`src/rtl/decode_uopq_mw.sv`:
```
// Multi-lane decode-to-rename uop queue: circular buffer accepting up to NLANE_IN uops
// per cycle and delivering up to NLANE_OUT in order, with EBREAK push blocking and flush.
package decode_uopq_pkg;
    localparam logic [7:0] U_EBREAK = 8'hEB;

    typedef struct packed {
        logic valid;
    } t_nuke_pkt;

    typedef struct packed {
        logic        valid;
        logic [7:0]  uop;
        logic [15:0] imm;
    } t_uinstr;
endpackage

module decode_uopq_mw
    import decode_uopq_pkg::*;
#(
    parameter int NLANE_IN  = 2,
    parameter int NLANE_OUT = 2,
    parameter int DEPTH     = 8
) (
    input  logic                             clk,
    input  logic                             reset,
    input  t_nuke_pkt                        nuke_rb1,
    input  logic [NLANE_IN-1:0]              valid_de0,
    input  t_uinstr [NLANE_IN-1:0]           uinstr_de0,
    output logic                             decode_ready_de0,
    input  logic [$clog2(NLANE_OUT+1)-1:0]   num_ready_rn0,
    output logic [NLANE_OUT-1:0]             valid_de1,
    output t_uinstr [NLANE_OUT-1:0]          uinstr_de1,
    output logic                             ebreak_blocked,
    output logic [$clog2(DEPTH+1)-1:0]       occupancy
);
    localparam int PW = $clog2(DEPTH);
    localparam int OW = $clog2(DEPTH+1);

    logic [PW-1:0] wr_ptr_q, wr_ptr_d;
    logic [PW-1:0] rd_ptr_q, rd_ptr_d;
    logic [OW-1:0] occ_q, occ_d;
    logic          eb_q, eb_d;
    t_uinstr       mem_q [DEPTH];
    t_uinstr       mem_d [DEPTH];

    logic          push_en;
    logic          ebreak_push;
    logic          stop;
    logic [OW-1:0] n_push;
    logic [OW-1:0] n_pop;

    // Readiness looks only at registered occupancy, so push never depends on pop.
    assign decode_ready_de0 = !reset && ((int'(occ_q) + NLANE_IN) <= DEPTH);
    assign push_en          = decode_ready_de0 && !nuke_rb1.valid && !eb_q;
    assign ebreak_blocked   = eb_q;
    assign occupancy        = occ_q;

    always_comb begin
        mem_d       = mem_q;
        n_push      = '0;
        stop        = 1'b0;
        ebreak_push = 1'b0;
        for (int i = 0; i < NLANE_IN; i++) begin
            if (push_en && valid_de0[i] && !stop) begin
                mem_d[wr_ptr_q + PW'(n_push)] = uinstr_de0[i];
                n_push = n_push + OW'(1);
                if (uinstr_de0[i].uop == U_EBREAK) begin
                    stop        = 1'b1;
                    ebreak_push = 1'b1;
                end
            end
        end
    end

    always_comb begin
        n_pop = '0;
        if (!reset && !nuke_rb1.valid) begin
            n_pop = occ_q;
            if (n_pop > OW'(num_ready_rn0)) n_pop = OW'(num_ready_rn0);
            if (n_pop > OW'(NLANE_OUT))     n_pop = OW'(NLANE_OUT);
        end
        for (int i = 0; i < NLANE_OUT; i++) begin
            valid_de1[i]  = (OW'(i) < n_pop);
            uinstr_de1[i] = '0;
            if (valid_de1[i]) begin
                uinstr_de1[i]       = mem_q[rd_ptr_q + PW'(i)];
                uinstr_de1[i].valid = 1'b1;
            end
        end
    end

    always_comb begin
        wr_ptr_d = wr_ptr_q + PW'(n_push);
        rd_ptr_d = rd_ptr_q + PW'(n_pop);
        occ_d    = occ_q + n_push - n_pop;
        eb_d     = eb_q | ebreak_push;
        if (nuke_rb1.valid) begin
            wr_ptr_d = '0;
            rd_ptr_d = '0;
            occ_d    = '0;
            eb_d     = 1'b0;
        end
    end

    always_ff @(posedge clk) begin
        if (reset) begin
            wr_ptr_q <= '0;
            rd_ptr_q <= '0;
            occ_q    <= '0;
            eb_q     <= 1'b0;
        end else begin
            wr_ptr_q <= wr_ptr_d;
            rd_ptr_q <= rd_ptr_d;
            occ_q    <= occ_d;
            eb_q     <= eb_d;
        end
    end

    // Entry storage is never observed while invalid, so it carries no reset.
    always_ff @(posedge clk) begin
        mem_q <= mem_d;
    end

`ifdef ASSERT
`ifndef VASSERT
`define VASSERT(msg) $error("VASSERT: %s", msg)
`endif
    always_ff @(posedge clk) begin
        if (!reset) begin
            assert ((valid_de0 & (valid_de0 + NLANE_IN'(1))) == '0)
            else `VASSERT("non-contiguous valid_de0");
        end
    end
`endif

`ifdef SIMULATION
`ifndef SIMID
`define SIMID 0
`endif
`ifndef UINFO
`define UINFO(msg) $display("[UINFO %0d] %s", `SIMID, msg)
`endif
    always_ff @(posedge clk) begin
        if (!reset) begin
            if (n_push != '0) `UINFO($sformatf("push %0d at wr %0d", n_push, wr_ptr_q));
            if (n_pop != '0)  `UINFO($sformatf("pop %0d at rd %0d", n_pop, rd_ptr_q));
            if (occ_q != '0 && n_pop == '0) `UINFO($sformatf("head stalled occ %0d", occ_q));
        end
    end
`endif
endmodule

```
`config.mk`:
```
export PLATFORM = sky130hd
export DESIGN_NAME = decode_uopq_mw
export DESIGN_NICKNAME = d
export VERILOG_FILES = /design/src/rtl/decode_uopq_mw.sv
export SDC_FILE = /design/constraint.sdc
export NUM_CORES = 1
export LEC_CHECK = 0
export ABC_AREA = 1
export CAP_MARGIN = 20
export CORE_ASPECT_RATIO = 1.5
export CORE_MARGIN = 2
export CORE_UTILIZATION = 35
export DETAILED_ROUTE_END_ITERATION = 12
export DONT_BUFFER_PORTS = 1
export GPL_TIMING_DRIVEN = 1
export PLACE_DENSITY = 0.51
export SLEW_MARGIN = 20
export SYNTH_ARGS = -nofsm -noshare
export SYNTH_HDL_FRONTEND = slang
export SYNTH_SLANG_ARGS = --single-unit
```
`constraint.sdc`:
```
create_clock -name clk -period 4.64 [get_ports clk]
set_clock_uncertainty 0.15 [all_clocks]
set_input_delay 0.928 -clock clk [delete_from_list [all_inputs] [get_ports clk]]
set_output_delay 0.928 -clock clk [all_outputs]
set_load 0.05 [all_outputs]
```
## Word-level counts from Yosys, hierarchy flattened

Index checks and enable logic that the tools add are counted.
Widths: inputs -> output; s select.

| cells by class | value |
|---|---|
| $add $sub $neg | 8 |
| $lt $le $gt $ge | 11 |
| equal/unequal tests | 2 |
| multiplexer cells | 26 |
| bitwise operators | 5 |
| reductions and logical operators | 14 |

Operators with widths:

| cell | number |
|---|---|
| $bwmux 200 | 2 |
| $mux 200 | 2 |
| $bmux 25 s3 | 2 |
| $demux 25 s3 | 2 |
| $mux 25 | 4 |
| $mux 24 | 4 |
| $mux 4 | 5 |
| $eq 8x8->1 const B | 2 |
| $ge 4x4->1 const B | 4 |
| $not 3->4 | 4 |
| $add 3x3->3 | 3 |
| $logic_and 1x1->1 | 9 |
| $lt 1x4->1 const A | 2 |
| $lt 4x1->1 const B | 2 |
| $add 4x2->5 const B | 1 |
| $le 5x4->1 const B | 1 |
| $mux 1 | 5 |
| $add 4x1->4 const B | 1 |
| $add 4x4->4 | 1 |
| $gt 4x2->1 | 1 |
| $gt 4x2->1 const B | 1 |
| $logic_not 1->1 | 4 |
| $sub 4x4->4 | 1 |
| $add 3x1->3 const B | 1 |
| 2 further kinds | 2 |

| word-level totals | value |
|---|---|
| bits in registers | 211 |
| word-level logic and storage cells | 94 |

## Depth between registers and ports, before layout

Gate-level depths: netlist (run 1).

| logic depth | value |
|---|---|
| depth after elaboration | 15 |
| depth in mapped cells | 19 |

## Worst setup path before layout (run 1)

OpenSTA, ideal clock, no wires.

| timing path | value |
|---|---|
| path type | input-to-output |
| from | input port num_ready_rn0[1] |
| to | output port uinstr_de1[23] (netlist name) |
| arrival time | 3.047 ns |
| required time | 3.562 ns |
| path slack | 0.515 ns |
| stages | 9 |
| path buffers | 0 |
| cells stage by stage | inv_1 ha_1 inv_1 nor2_1 o21ai_0 nand2_1 o21ai_0 nand2_1 a21boi_0 |

RTL lines:

| item | RTL line | source |
|---|---|---|
| from (decl) | 30 | `input logic [$clog2(NLANE_OUT+1)-1:0] num_ready_rn0,` |
| to (decl) | 32 | `output t_uinstr [NLANE_OUT-1:0] uinstr_de1,` |

==> impl_metrics.yaml, run 1 <==
sta:
  post-route-period-util: 0.9022
  timing.final.crit_period_ns: 4.186
  final_hold_vio_count: 0
  final_total_negative_setup_slack_ns: 0
  slew_headroom: 0.2955
  max_freq_mhz: 238.9
  worst_pin_slew_ns: 1.053
  final_max_slew_viol_count: 0
  rsz0062_at_grt: "false"
  setup-violations-final: 0
  worst_hold_slack_ns: 0.3689
clocking:
  clkSlewWorstSetupHoldPaths_ns: 0.06
  clk_latency_ns: 0.55
  cts_buffer_depth: 3
  post_cts_setup_buffers: 0
  cts_inserted_buffers: 25
  tritoncts_num_sinks: 203
  cts.root.buffer_cell: "clkbuf_16"
  clock_tree.htree_level_count: 1
  tritoncts: "done"
power_and_ir_drop:
  share_seq_of_total_power: 0.384
  comb_power_share: 0.264
  power.share.clock: 0.352
  pd_cells_mw_per_mm2: 346.9
  switching_power_mw: 2.097
  ir_worst_vdd_mv: 0.2642
  internal_power_mw: 3.565
  switching_share: 0.3704
  leakage_power_nw: 7.648
setup_path:
  critical_path_buf_inv_count: 3
  cpMaxStageDelayCell: "dfxtp_2"
  max_stage_delay_ns: 0.53
  crit_path_max_fanout: 27
  crit_end_category: "output port"
  crit_arrival_ns: 3.11
  critPathLaunchType: "register"
  timing.critical_path.max_delay_family: "buffers and inverters"
  critPathRequiredTime_ns: 3.56
  criticalPathCategory: "register to output port"
  worstPathCellList: "inv_1, ha_1, nand2_1, o21ai_0, nand2_1, o21ai_0, nand2_2, buf_12, a21oi_1, buf_4"
logic_synthesis:
  synth_top_cell_by_area: "dfxtp_1"
  seq_area_frac_synth: 0.2687
  synth_area_sq_mm: 0.01513
  avgSynthCellArea_sq_um: 5.888
  postSynthNetCount: 2644
  yosysWarnings: 0
  yosys.area.top_type_share: 0.2687
  synthCells: 2569
  netlist-cell-type-count: 39
  ys_top_cells_by_area: "dfxtp_1, nand2_1, o21ai_0"
  synth.ff_latch_count: 203
route:
  drc_errors: 0
  postRouteAntennaNets: 0
  wl_per_cell_um: 22.60
  routed_wirelength_um: 68790
  drt-pass1-iter-count: 6
  drt_first_iter_violations: 1717
  number_of_vias_per_cell: 5.851
  via_count: 17810
final_layout:
  post_route_cells_drive_above_1_share: 0.07599
  antenna_cells: 0
  n_fill_cell: 4661
  final_net_count: 2531
  area_delta_synth_final_pct: 7.899
placement:
  dp_hpwl_um: 40990
  place.gp.congestion: 0.8714
  port_buffers: 0
die:
  start_util: 0.3533
  die_h_um: 258.6
  chipWidth_um: 173.7
  design.portCount: 115
  core_area_sq_mm: 0.04282
  num_rows: 93
  die_area_sq_mm: 0.04493
flow_run:
  timing.max_cap.violations: 0
status:
  outcome: "finished clean"
global_routing:
  grt_max_degree: 188
  number_of_global_route_vias_before_repair: 16520
  track_usage: 0.2962
  antenna_found_initial: 1
  grt_pass1_wl_um: 103300
  grt.overflow.total: 0
worst_hold_path:
  hold_path.class: "input pin to register"
## sequential cells by signal, summed over array words and instances (netlist names)
register,cells
mem_q,192
occupancy,4
rd_ptr_q,3
wr_ptr_q,3
ebreak_blocked,1
## layout by cell type (no fill, tap or decap), types with 2 or more instances in the layout
master / n
dfxtp_2: 2
clkinv_1: 2
fa_1: 4
ha_1: 13
a21oi_1: 134
a211oi_1: 10
nor2_4: 3
buf_12: 8
inv_6: 3
inv_2: 6
dfxtp_1: 200
o211ai_1: 2
nand4_1: 196
nor2_1: 157
xnor2_1: 3
nor2_2: 12
o221ai_1: 29
o21ai_0: 374
nand2_2: 3
o31ai_1: 5
nand2_1: 962
clkbuf_16: 25
inv_1: 104
nand3_1: 9
clkinv_2: 2
o21ai_1: 50
buf_4: 99
clkbuf_1: 7
xnor2_2: 2
nand3_2: 9
clkbuf_8: 9
o21bai_1: 18
## cell families (layout without fill, tap and decap cells)
kind of cell,count (synthesis),count (layout),share of synthesized area
AND/OR/NAND/NOR,1356,1356,0.3775
AO/OA/AOI/OAI,625,625,0.2203
buffers and inverters,360,265,0.1124
flip-flops,203,203,0.2687
adder cells (fa/ha/maj),18,18,0.01687
XOR/XNOR,6,6,0.003970
other,1,1,0.0002479
## power groups by stage
| stage | logic (mW) | registers, mW | clock network (mW) |
|---|---|---|---|
| after floorplan | 1.07 | 2.15 | 0 |
| after global placement | 1.46 | 2.20 | 0 |
| after detailed placement | 1.48 | 2.21 | 0 |
| after CTS | 1.49 | 2.17 | 2.02 |
| after global routing | 1.66 | 2.20 | 2.08 |
| final | 1.50 | 2.17 | 1.99 |
## through the flow
| step | power, mW | instance area (sq um) | worst slack (ns) | instances | util |
|---|---|---|---|---|---|
| after CTS | 5.673 | 16320 | 0.2166 | 3044 | 0.3810 |
| after global routing | 5.938 | 16320 | 0.2180 | 3044 | 0.3812 |
| after global placement | 3.662 | 15510 | 0.6254 | 2999 | 0.3623 |
| after detailed placement | 3.683 | 15510 | 0.5781 | 2999 | 0.3623 |
| final | 5.662 | 16320 | 0.4539 | 3044 | 0.3812 |
| after floorplan | 3.216 | 15130 | 0.5155 | 2569 | - |
## metal layers
metal | routed length, um | up-vias | GRT usage
met5 | 13 | - | 0
li1 | - | 8318 | -
met1 | 26820 | 8292 | 0.3602
met2 | 31710 | 960 | 0.4900
met3 | 5663 | 237 | 0.04636
met4 | 4578 | 2 | 0.1844
## final cells by class
type / instances / area, sq um / area share
inverter: 113 / 429.2 / 0.02629
sequential: 203 / 4070 / 0.2494
clock inverter: 4 / 27.53 / 0.001686
multi-input combinational: 2006 / 9403 / 0.5761
timing repair buffer: 107 / 903.4 / 0.05535
clock buffer: 41 / 775.7 / 0.04753
tap: 570 / 713.2 / 0.04369
## cell usage after synthesis
cell	instances
nand3b_1	1
a21oi_2	1
buf_1	9
nand3_1	10
o21bai_1	18
o21ai_0	374
clkbuf_1	101
a21oi_1	134
clkbuf_2	17
buf_2	79
nand4_4	1
a211oi_1	10
fa_1	4
nand3_2	8
nand2_2	1
nand4_1	196
nor4_1	1
o221ai_1	29
a21boi_0	1
nor2_4	3
o211ai_1	2
clkinv_1	2
a21o_1	1
o31ai_1	5
dfxtp_1	203
conb_1	1
xnor2_1	4
inv_2	6
ha_1	14
buf_4	21
o21ai_1	50
nor2_2	7
buf_6	20
nand2_1	965
inv_1	105
xor2_1	1
nor2_1	162
nor3_1	1
xnor2_2	1
## what timing repair did
action | 4_1_cts | 5_1_grt
resized for setup | 0 | 1
hold buffers | 0 | 0
setup endpoints to repair | 0 | 9
## worst paths after layout
path | from | end | slack [ns] | cells past startpoint
worst min register to register | mem_q[94]$_DFF_P_ | mem_q[94]$_DFF_P_ | 0.39 | 4
worst max-delay path | occupancy[0]$_SDFF_PP0_ | uinstr_de1[4] | 0.45 | 10
worst min-delay path | uinstr_de0[25] | mem_q[150]$_DFF_P_ | 0.37 | 2
worst max register to register | occupancy[0]$_SDFF_PP0_ | occupancy[3]$_SDFF_PP0_ | 0.96 | 15
Power figures use the tool's default switching activity.
==> run 2, diff against run 1 <==
--- a/config.mk
+++ b/config.mk
@@ -14,6 +14,7 @@
 export DONT_BUFFER_PORTS = 1
 export GPL_TIMING_DRIVEN = 1
 export PLACE_DENSITY = 0.51
+export RECOVER_POWER = 100
 export SLEW_MARGIN = 20
 export SYNTH_ARGS = -nofsm -noshare
 export SYNTH_HDL_FRONTEND = slang
==> constraint.sdc (replaced) <==
create_clock -name clk -period 4.8 [get_ports clk]
set_clock_uncertainty 0.15 [all_clocks]
set_input_delay 0.96 -clock clk [delete_from_list [all_inputs] [get_ports clk]]
set_output_delay 0.96 -clock clk [all_outputs]
set_load 0.05 [all_outputs]
==> impl_metrics.yaml, run 2 (same netlist as run 1, synthesis figures left out) <==
placement:
  detailed_place.area_sq_mm: 0.01548
  dp_hpwl_um: 41510
  port_buffers: 0
  dp_cells: 3001
  place.gp.congestion: 0.8941
die:
  num_rows: 93
  design.portCount: 115
  chipWidth_um: 173.7
  die_h_um: 258.6
  die_area_sq_mm: 0.04493
  start_util: 0.3533
  core_area_sq_mm: 0.04282
global_routing:
  antenna_found_initial: 1
  grt_pass1_wl_um: 102300
  number_of_global_route_vias_before_repair: 16310
  track_usage: 0.2942
  grt_max_degree: 122
  grt.overflow.total: 0
route:
  drt_first_iter_violations: 1522
  drc_errors: 0
  routed_wirelength_um: 68420
  via_count: 17660
  number_of_vias_per_cell: 5.803
  wl_per_cell_um: 22.48
  drt-pass1-iter-count: 6
  postRouteAntennaNets: 0
sta:
  final_max_slew_viol_count: 75
  final_hold_vio_count: 0
  worst_pin_slew_ns: 1.572
  post-route-period-util: 0.9572
  rsz0062_at_grt: "false"
  worst_hold_slack_ns: 0.3908
  setup-violations-final: 0
  timing.final.crit_period_ns: 4.595
  max_freq_mhz: 217.6
  final_total_negative_setup_slack_ns: 0
  slew_headroom: -0.04805
flow_run:
  timing.max_cap.violations: 1
clocking:
  cts.root.buffer_cell: "clkbuf_16"
  cts_buffer_depth: 3
  clkSlewWorstSetupHoldPaths_ns: 0.06
  post_cts_setup_buffers: 0
  tritoncts_num_sinks: 203
  tritoncts: "done"
  cts.repair.resized: 0
  cts_inserted_buffers: 24
  clk_latency_ns: 0.54
  clock_tree.htree_level_count: 1
  cts_hold_buf: 0
setup_path:
  criticalPathCategory: "register to output port"
  crit_end_category: "output port"
  crit_path_max_fanout: 63
  critPathRequiredTime_ns: 3.69
  critPathLaunchType: "register"
  crit_arrival_ns: 3.48
worst_hold_path:
  hold_path.class: "register to register"
final_layout:
  n_fill_cell: 4712
  largest_reg_flops: 192
  final_net_count: 2533
  post_route_cells_drive_above_1_share: 0.06791
  commonest_non_fill_non_tap_cell_in_the_layout: "nand2_1"
  top_register: "mem_q"
  area_delta_synth_final_pct: 6.543
  number_of_non_filler_instances_in_the_completed_layout: 3044
  antenna_cells: 0
  finish.instance_area_sq_mm: 0.01612
  final_cell_mix: "nand2_1, o21ai_0, dfxtp_1"
power_and_ir_drop:
  leakage_power_nw: 7.593
  ir_worst_vdd_mv: 0.2587
  pd_cells_mw_per_mm2: 336.0
status:
  failing_checks: "max-capacitance violations, max-slew violations"
  outcome: "finished, violations left"
run 2: routing by layer:
| layer | GRT usage | vias up | wire (um) |
|---|---|---|---|
| li1 | - | 8314 | - |
| met1 | 0.3520 | 8253 | 26760 |
| met2 | 0.5052 | 886 | 32360 |
| met3 | 0.04299 | 209 | 5234 |
| met4 | 0.1634 | 2 | 4047 |
| met5 | 0 | - | 13 |
run 2: power breakdown:
group / internal (mW) / total, mW / switching (mW) / leakage [nW]
clock network: 1.10 / 1.91 / 0.816 / 0.391
registers: 1.89 / 2.09 / 0.208 / 1.65
logic: 0.439 / 1.41 / 0.970 / 5.55
run 2: worst paths after layout:
| path | start | endpoint | slack, ns | cells after the start |
|---|---|---|---|---|
| worst min register to register | mem_q[90]$_DFF_P_ | mem_q[90]$_DFF_P_ | 0.39 | 4 |
| worst max register to register | occupancy[1]$_SDFF_PP0_ | mem_q[164]$_DFF_P_ | 0.34 | 15 |
| worst min-delay path | mem_q[90]$_DFF_P_ | mem_q[90]$_DFF_P_ | 0.39 | 4 |
| worst max-delay path | rd_ptr_q[0]$_SDFF_PP0_ | uinstr_de1[42] | 0.21 | 9 |
run 2: worst max-delay path, cell delays in order, from the launching register on:
cell and delay [ns]:
dfxtp_4 0.80, ha_1 0.55, inv_2 0.06, buf_4 0.26, a21oi_1 0.15, o21ai_0 0.10
a21oi_1 0.33, o21bai_1 0.30, nor2_1 0.08, clkbuf_2 0.26
run 2: layout make-up:
cell class | count | area [sq um] | share of cell area
tap | 570 | 713.2 | 0.04425
sequential | 203 | 4069 | 0.2525
clock buffer | 36 | 726.9 | 0.04511
timing repair buffer | 110 | 777.0 | 0.04821
multi-input combinational | 2006 | 9343 | 0.5797
inverter | 113 | 429.2 | 0.02663
clock inverter | 6 | 58.81 | 0.003649
run 2: metrics by stage:
stage | setup WS, ns | power, mW | utilization
after floorplan | 0.6115 | 3.108 | -
after global placement | 0.7538 | 3.525 | 0.3614
after detailed placement | 0.7185 | 3.543 | 0.3614
after CTS | 0.3799 | 5.454 | 0.3798
after global routing | 0.1140 | 5.700 | 0.3764
final | 0.2054 | 5.415 | 0.3764
==> run 3, diff against run 2 <==
--- a/config.mk
+++ b/config.mk
@@ -5,7 +5,6 @@
 export SDC_FILE = /design/constraint.sdc
 export NUM_CORES = 1
 export LEC_CHECK = 0
-export ABC_AREA = 1
 export CAP_MARGIN = 20
 export CORE_ASPECT_RATIO = 1.5
 export CORE_MARGIN = 2
==> impl_metrics.yaml, run 3 <==
status:
  outcome: "finished clean"
final_layout:
  largest_reg_flops: 192
  finish.instance_area_sq_mm: 0.01321
  post_route_cells_drive_above_1_share: 0.1494
  antenna_cells: 0
  final_net_count: 1311
  area_delta_synth_final_pct: 8.936
  area_occupied_by_multi_input_gates_sq_mm: 0.007311
  sequential_cell_area_sq_mm: 0.004073
  n_fill_cell: 3393
  commonest_non_fill_non_tap_cell_in_the_layout: "nor2_1"
  top_register: "mem_q"
  number_of_non_filler_instances_in_the_completed_layout: 1677
  final_cell_mix: "nor2_1, a21oi_1, mux2i_1"
logic_synthesis:
  yosysWarnings: 0
  synthMostInstantiatedCell: "nor2_1"
  postSynthNetCount: 1339
  ys_top_cells_by_area: "dfxtp_1, mux2i_1, mux4_2"
  yosys.area.top_type_share: 0.3352
  synth_top_cell_by_area: "dfxtp_1"
  synth_ff_type: "dfxtp_1"
  synth.ff_latch_count: 203
  synth.cells.most_frequent: "nor2_1, a21oi_1, mux2i_1"
  seq_area_frac_synth: 0.3352
  synthCells: 1264
  synth_enable_flop_cells: 0
  netlist-cell-type-count: 44
  avgSynthCellArea_sq_um: 9.593
  synth_area_sq_mm: 0.01213
  synth_async_sr_flop_share: 0
die:
  design.portCount: 115
  core_area_sq_mm: 0.03417
  die_area_sq_mm: 0.03618
  chipWidth_um: 156.0
  start_util: 0.3549
  die_h_um: 232.0
  num_rows: 83
worst_hold_path:
  hold_path.class: "register to register"
  min-delay-start: "mem_q[67]$_DFF_P_"
power_and_ir_drop:
  pd_cells_mw_per_mm2: 364.5
  switching_power_mw: 1.382
  leakage_power_nw: 5.299
  comb_power_share: 0.205
  switching_share: 0.2870
  internal_power_mw: 3.433
  ir_worst_vdd_mv: 0.2176
  share_seq_of_total_power: 0.439
  power.share.clock: 0.356
global_routing:
  antenna_found_initial: 0
  grt_pass1_wl_um: 55150
  number_of_global_route_vias_before_repair: 8944
  grt.overflow.total: 0
  track_usage: 0.2001
  grt_max_degree: 98
sta:
  slew_headroom: 0.1559
  max_freq_mhz: 222.5
  worst_pin_slew_ns: 1.266
  worst_hold_slack_ns: 0.4001
  post-route-period-util: 0.9363
  timing.final.crit_period_ns: 4.494
  setup-violations-final: 0
  final_total_negative_setup_slack_ns: 0
  final_hold_vio_count: 0
  final_max_slew_viol_count: 0
  rsz0062_at_grt: "false"
  postLayoutSetupSlackWorst_ns: 0.3056
setup_path:
  worst_r2r_startpoint: "occupancy[1]$_SDFF_PP0_"
  criticalPathCategory: "register to output port"
  crit_end_category: "output port"
  worst_setup_path_startpoint: "occupancy[3]$_SDFF_PP0_"
  crit_path_max_fanout: 17
  critPathLaunchType: "register"
  critPathRequiredTime_ns: 3.69
  crit_arrival_ns: 3.38
clocking:
  tritoncts_num_sinks: 203
  cts_buffer_depth: 3
  cts.root.buffer_cell: "clkbuf_16"
  cts_hold_buf: 0
  cts.repair.resized: 0
  clk_latency_ns: 0.53
  clkSlewWorstSetupHoldPaths_ns: 0.06
  post_cts_setup_buffers: 0
  cts_inserted_buffers: 23
  clock_tree.htree_level_count: 1
  tritoncts: "done"
route:
  drc_errors: 0
  number_of_vias_per_cell: 5.441
  postRouteAntennaNets: 0
  wl_per_cell_um: 21.47
  routed_wirelength_um: 36010
  via_count: 9124
  drt_first_iter_violations: 555
  drt-pass1-iter-count: 5
placement:
  port_buffers: 0
  dp_worst_setup_slack_ns: 0.4342
  place.gp.congestion: 0.7692
  detailed_place.area_sq_mm: 0.01274
  dp_hpwl_um: 23180
  dp_cells: 1636
flow_run:
  timing.max_cap.violations: 0
-- run 3: cell types whose count changed after synthesis, sizes merged, moves of 18 or more --
cell / previous run / this run
a21oi: 135 / 220
mux4: 0 / 96
o21bai: 18 / 0
o21ai: 424 / 3
o221ai: 29 / 0
nand2: 966 / 51
clkbuf: 118 / 50
buf: 129 / 97
nor2: 172 / 233
nand4: 197 / 13
mux2i: 0 / 216
inv: 111 / 14
-- run 3: layer usage --
| layer | wire length [um] | global-route usage | up-vias |
|---|---|---|---|
| met1 | 14550 | 0.2390 | 4396 |
| met3 | 1935 | 0.03509 | 67 |
| met4 | 1057 | 0.06422 | 0 |
| li1 | - | - | 4451 |
| met2 | 18470 | 0.3621 | 210 |
| met5 | 0 | 0 | - |
-- run 3: power by group through the flow --
stage	logic [mW]	clock network (mW)	registers, mW
3_3_place_gp	1.01	0	2.13
4_1_cts	1.03	1.76	2.11
3_5_place_dp	1.03	0	2.15
5_1_grt	1.08	1.82	2.14
6_report	0.987	1.72	2.11
2_1_floorplan	0.874	0	2.10
-- run 3: path summary, 6_finish.rpt --
kind / to / slack (ns) / depth (start not counted)
max: uinstr_de1[49] / 0.31 / 8
min: mem_q[67]$_DFF_P_ / 0.40 / 2
max reg2reg: mem_q[105]$_DFF_P_ / 0.51 / 10
min reg2reg: mem_q[67]$_DFF_P_ / 0.40 / 2
-- run 3: per-stage QoR --
step | util | total power [mW]
after floorplan | - | 2.972
after global placement | 0.3729 | 3.144
after detailed placement | 0.3729 | 3.177
after CTS | 0.3937 | 4.900
after global routing | 0.3866 | 5.046
final | 0.3866 | 4.815
-- run 3: cell type report --
class / count / area share
multi-input combinational: 900 / 0.5535
inverter: 14 / 0.003978
timing repair buffer: 94 / 0.04035
clock inverter: 5 / 0.004073
sequential: 203 / 0.3083
tap: 425 / 0.04026
clock buffer: 36 / 0.04954
-- run 3: critical path, cell delays in order, from the launching register on --
cell and delay, ns:
dfxtp_1 0.31, clkbuf_1 0.63, or2_2 0.26, nor3_1 0.05, clkbuf_1 0.13, o21ai_4 0.69
clkbuf_2 0.42, inv_1 0.07, buf_2 0.29
-- run 3: cell families (layout without fill, tap and decap cells) --
| group | after synthesis | count (layout) | share of synthesized area |
|---|---|---|---|
| buffers and inverters | 161 | 149 | 0.06542 |
| adders and majority gates | 18 | 18 | 0.02105 |
| xor gates and xnor gates | 10 | 10 | 0.007223 |
| AOI/OAI and AO/OA | 230 | 230 | 0.09720 |
| other | 1 | 1 | 0.0003093 |
| DFF | 203 | 203 | 0.3352 |
| and+or+nand+nor | 329 | 329 | 0.1170 |
| muxes | 312 | 312 | 0.3566 |
